### src/rtl/program_loader.sv
`default_nettype none
// ============================================================================
// Module      : program_loader
// Description : Assembles a length-prefixed little-endian byte stream into
//               instruction words and writes them to instruction memory.
// Revision    : 1.0 - initial release
// ============================================================================
module program_loader #(
    parameter int MEMORY_DEPTH = 32,
    parameter int DATA_WIDTH   = 32
) (
    input  logic                  i_clk,
    input  logic                  i_rst_n,
    input  logic                  i_start,
    input  logic                  i_byte_valid,
    input  logic [7:0]            i_byte,
    output logic                  o_byte_ready,
    output logic                  o_wr_en,
    output logic [DATA_WIDTH-1:0] o_wr_addr,
    output logic [DATA_WIDTH-1:0] o_wr_data,
    output logic                  o_busy,
    output logic                  o_done,
    output logic                  o_error
);

    localparam logic [2:0]  c_IDLE  = 3'd0;
    localparam logic [2:0]  c_LEN   = 3'd1;
    localparam logic [2:0]  c_DATA  = 3'd2;
    localparam logic [2:0]  c_DONE  = 3'd3;
    localparam logic [2:0]  c_ERR   = 3'd4;
    localparam logic [16:0] c_DEPTH = 17'(MEMORY_DEPTH);

    logic [2:0]  r_state;
    logic [2:0]  w_next_state;
    logic [15:0] r_len;
    logic [1:0]  r_byte_cnt;
    logic [15:0] r_word_cnt;
    logic [23:0] r_word_buf;

    logic        w_accept;
    logic        w_idle_like;
    logic [15:0] w_len_full;
    logic        w_word_complete;
    logic        w_last_word;

    assign w_accept        = i_byte_valid && o_byte_ready;
    assign w_idle_like     = (r_state == c_IDLE) || (r_state == c_DONE) || (r_state == c_ERR);
    assign w_len_full      = {i_byte, r_len[7:0]};
    assign w_word_complete = w_accept && (r_state == c_DATA) && (r_byte_cnt == 2'd3);
    assign w_last_word     = (r_word_cnt == (r_len - 16'd1));

    always_ff @(posedge i_clk or negedge i_rst_n) begin
        if (!i_rst_n) begin
            r_state <= c_IDLE;
        end else begin
            r_state <= w_next_state;
        end
    end

    always_comb begin
        w_next_state = r_state;
        case (r_state)
            c_IDLE, c_DONE, c_ERR: begin
                if (i_start) begin
                    w_next_state = c_LEN;
                end
            end
            c_LEN: begin
                if (w_accept && r_byte_cnt[0]) begin
                    if (w_len_full == 16'd0) begin
                        w_next_state = c_DONE;
                    end else if ({1'b0, w_len_full} > c_DEPTH) begin
                        w_next_state = c_ERR;
                    end else begin
                        w_next_state = c_DATA;
                    end
                end
            end
            c_DATA: begin
                if (w_word_complete && w_last_word) begin
                    w_next_state = c_DONE;
                end
            end
            default: w_next_state = c_IDLE;
        endcase
    end

    always_comb begin
        o_byte_ready = 1'b0;
        o_busy       = 1'b0;
        o_done       = 1'b0;
        o_error      = 1'b0;
        case (r_state)
            c_LEN, c_DATA: begin
                o_byte_ready = 1'b1;
                o_busy       = 1'b1;
            end
            c_DONE:  o_done  = 1'b1;
            c_ERR:   o_error = 1'b1;
            default: ;
        endcase
    end

    // Datapath: length capture, byte assembly and the registered write port.
    always_ff @(posedge i_clk or negedge i_rst_n) begin
        if (!i_rst_n) begin
            r_len      <= '0;
            r_byte_cnt <= '0;
            r_word_cnt <= '0;
            r_word_buf <= '0;
            o_wr_en    <= 1'b0;
            o_wr_addr  <= '0;
            o_wr_data  <= '0;
        end else begin
            o_wr_en <= 1'b0;
            if (w_idle_like && i_start) begin
                r_byte_cnt <= '0;
                r_word_cnt <= '0;
            end else if (w_accept && (r_state == c_LEN)) begin
                if (!r_byte_cnt[0]) begin
                    r_len[7:0] <= i_byte;
                    r_byte_cnt <= 2'd1;
                end else begin
                    r_len[15:8] <= i_byte;
                    r_byte_cnt  <= 2'd0;
                end
            end else if (w_accept && (r_state == c_DATA)) begin
                case (r_byte_cnt)
                    2'd0:    r_word_buf[7:0]   <= i_byte;
                    2'd1:    r_word_buf[15:8]  <= i_byte;
                    2'd2:    r_word_buf[23:16] <= i_byte;
                    default: ;
                endcase
                r_byte_cnt <= r_byte_cnt + 2'd1;
                if (w_word_complete) begin
                    o_wr_en   <= 1'b1;
                    o_wr_data <= DATA_WIDTH'({i_byte, r_word_buf});
                    o_wr_addr <= DATA_WIDTH'({r_word_cnt, 2'b00});
                    // Counter stops at N-1 so it never wraps inside a session.
                    if (!w_last_word) begin
                        r_word_cnt <= r_word_cnt + 16'd1;
                    end
                end
            end
        end
    end

endmodule
`default_nettype wire

### config.mk
export PLATFORM = sky130hd
export DESIGN_NAME = program_loader
export DESIGN_NICKNAME = d
export VERILOG_FILES = /design/src/rtl/program_loader.sv
export SDC_FILE = /design/constraint.sdc
export NUM_CORES = 1
export LEC_CHECK = 0
export CORE_MARGIN = 2
export CORE_UTILIZATION = 55
export CTS_BUF_LIST = sky130_fd_sc_hd__clkbuf_8
export DETAILED_ROUTE_END_ITERATION = 16
export MAX_ROUTING_LAYER = met4
export PLACE_DENSITY = 0.9
export SETUP_SLACK_MARGIN = 0.4
export SYNTH_ARGS = -nofsm -noshare
export SYNTH_HDL_FRONTEND = slang
export SYNTH_SLANG_ARGS = --single-unit
### constraint.sdc
create_clock -name i_clk -period 8.35 [get_ports i_clk]
set_clock_uncertainty 0.2 [all_clocks]
set_input_delay 1.67 -clock i_clk [delete_from_list [all_inputs] [get_ports i_clk]]
set_output_delay 1.67 -clock i_clk [all_outputs]
set_load 0.1 [all_outputs]
==> metrics.cfg <==
[outcome]
outcome=completed

[critical_path]
crit_arrival_ns=2.53
path_depth=4
cp-startpoint=r_state[1]$_DFFE_PN0P_
cp_cell_sequence=inv_1, nand2_1, a21oi_1, clkdlybuf4s50_1
crit_path_end_kind=output pin
r2r_setup_slack_ns=4.96
cpPeakStageDelay_ns=1.19
r2r-end=r_word_cnt[9]$_DFFE_PN0P_
crit_type=register to output pin
r2r_start=r_len[2]$_DFFE_PN0P_
critPathMaxFanout=5
crit_family=buffers and inverters
path_buf_inv=2
critPathLaunchType=register
ff2ff_path_depth=8
cpMaxStageDelayCell=clkdlybuf4s50_1
crit_path_end=o_busy
cp.required_ns=6.48

[timing]
period_needed_ns=4.40
slew_headroom_pct=18.9
rsz0062_at_grt=no
fmax_mhz=227
setup_tns_ns=0
hold_ws_ns=0.302
period_share_pct=52.7
worstMarginPinSlew_ns=1.21
hold_viol=0
slew_violations=0
finalSetupViolCount=0

[global_route]
grt_pass1_wl_um=18100
grt_pass1_vias=3577
grt_max_degree=81
grtUsageTotal_pct=23.5
antenna_found_initial=0
grt_overflow=0

[finish]
final_cell_mix=110 x dfrtp_1, 83 x mux2_2, 63 x clkdlybuf4s50_1
fin_cells=626
drive_gt1_share_pct=22.7
regArea_um2=2750
multi_input_area_um2=2310
layout_commonest_cell=dfrtp_1
finalNetCount=510
diodes=0
syn_to_final_growth_pct=16.9
nFillCells=661

[cts]
cts_buffer_depth=2
ctsRootBufferMaster=clkbuf_8
clock_sinks=110
post_cts_resized=0
clock_latency_ns=0.38
cts_tree=yes
h-tree-depth=3
postCtsSetupBuffers=0
clk_pin_slew_ns=0.11
ctsHoldBuffers=0
cts_buffers=9

[die]
fp-row-count=35
die-area_um2=10300
core_um2=9240
die_h_um=102
start_util_pct=56.7
io_pins=81
die_w_um=102

[power]
power_density_nw_per_um2=395
leakagePower_uw=0.00266
vdd_ir_drop_max_v=0.000418

[yosys]
ys_seq_area_share_pct=52.6
synth-edff-count=0
synth-main-ff-cell=dfrtp_1
synthArstFlopShare_pct=100
syn_avg_cell_area_um2=12.1
ys_ff_latch=110
yosysUniqueCellTypes=61
synth_cells=431
synth_warnings=0
syn_area_um2=5240

[drt]
vias=3603
drt_iter0_drc=205
viasPerCell=5.76
detail_route.wirelength_um=11300
antenna_left=0
drcViolationCount=0
dr.pass1.iters=5
wl_per_cell_um=18.1

[place]
dp_hpwl_um=7830
dp_cells=610
place.gp.congestion=0.891
portBuffers=64

[hold_path]
hold_start=o_wr_addr[10]$_DFFE_PN0P_
hold_path_class=register to register

[run]
max-cap-violations=0

-- cell type report --
| cell class | count | area share (%) |
|---|---|---|
| Clock buffer | 9 | 2.02 |
| Clock inverter | 7 | 1.31 |
| Inverter | 10 | 0.613 |
| Multi-Input combinational cell | 294 | 37.7 |
| Sequential cell | 110 | 45.0 |
| Tap cell | 129 | 2.64 |
| Timing Repair Buffer | 67 | 10.8 |
-- worst reg2reg max path: cells and delay by family (launching register included) --
kind | cells | cell delay [ns]
and+or+nand+nor | 4 | 1.36
xor gates and xnor gates | 1 | 0.17
AOI/OAI and AO/OA | 3 | 1.07
DFF | 1 | 0.49
-- registers in the layout, summed over array words and instances, names as in the netlist --
register,count
r_word_cnt,16
r_word_buf,24
o_wr_data,32
o_wr_addr,16
r_len,16
r_byte_cnt,2
o_wr_en,1
r_state,3
-- worst min path at each step --
stage               cells after the start                        end  slack (ns)
finish                                  2  o_wr_addr[10]$_DFFE_PN0P_        0.30
global route                            1  o_wr_data[15]$_DFFE_PN0P_        0.33
CTS                                     2  o_wr_addr[10]$_DFFE_PN0P_        0.31
floorplan                               1   o_wr_data[0]$_DFFE_PN0P_        0.27
detailed placement                      2  o_wr_addr[10]$_DFFE_PN0P_        0.28
global placement                        2  o_wr_addr[10]$_DFFE_PN0P_        0.26
-- per-stage QoR --
| stage | worst slack [ns] | total power, uW | utilization, % | cell area, um2 |
|---|---|---|---|---|
| 2_1_floorplan | 3.65 | 1810 | - | 5290 |
| 3_3_place_gp | 4.04 | 2050 | 64.0 | 5920 |
| 3_5_place_dp | 3.87 | 2100 | 64.0 | 5920 |
| 4_1_cts | 3.96 | 2420 | 66.3 | 6120 |
| 5_1_grt | 3.87 | 2520 | 66.3 | 6120 |
| 6_report | 3.95 | 2420 | 66.3 | 6120 |
-- layer usage --
layer  vias to the layer above  GRT usage [%]  wire length [um]
li1                       1640              -                 -
met2                       121           38.9              5650
met5                         -              -                 0
met1                      1825           29.8              4960
met3                        17           5.31               560
met4                         0           5.30               137
-- synthesized netlist by cell type, types with 2 or more instances --
library cell,number,area share (%)
nor2_1,21,1.5
nor3_1,9,0.86
a21oi_1,7,0.67
nand3_1,11,1.1
ha_1,6,1.4
buf_2,4,0.38
clkbuf_1,6,0.43
o41ai_1,2,0.33
o211ai_1,4,0.57
o31a_1,2,0.33
nor3b_1,2,0.29
o21ai_1,2,0.19
o2111ai_1,2,0.33
xnor2_1,12,2.0
o31ai_1,2,0.29
o21a_1,7,1.0
nor4_1,5,0.60
and2_1,5,0.60
mux2i_1,4,0.76
o21ai_0,8,0.76
nand2b_1,7,0.84
nand3b_1,5,0.72
xor2_1,9,1.5
nand4_1,5,0.60
nand2_1,24,1.7
mux2_2,83,18
dfrtp_1,110,53
buf_1,4,0.29
or3_1,3,0.36
and4_1,2,0.33
inv_1,9,0.65
nor2b_1,3,0.36
o311ai_1,2,0.33
buf_4,17,2.4
-- kinds of logic (layout without fill, tap and decap cells) --
group,count (synthesis),in the layout,synth area share (%)
other,1,16,0.0716
AND/OR/NAND/NOR,110,110,11.5
XOR/XNOR,21,21,3.51
adder cells (fa/ha/maj),6,6,1.43
flip-flops,110,110,52.6
AO/OA/AOI/OAI,54,54,7.86
buffers and inverters,42,93,4.47
multiplexers,87,87,18.6
-- power by group --
part	internal (uW)	leakage, uW	switching (uW)
clock network	118	0.000102	204
registers	707	0.00142	144
logic	367	0.00114	877
total	1190	0.00266	1230
No activity file was read; power rests on OpenSTA's default activity.
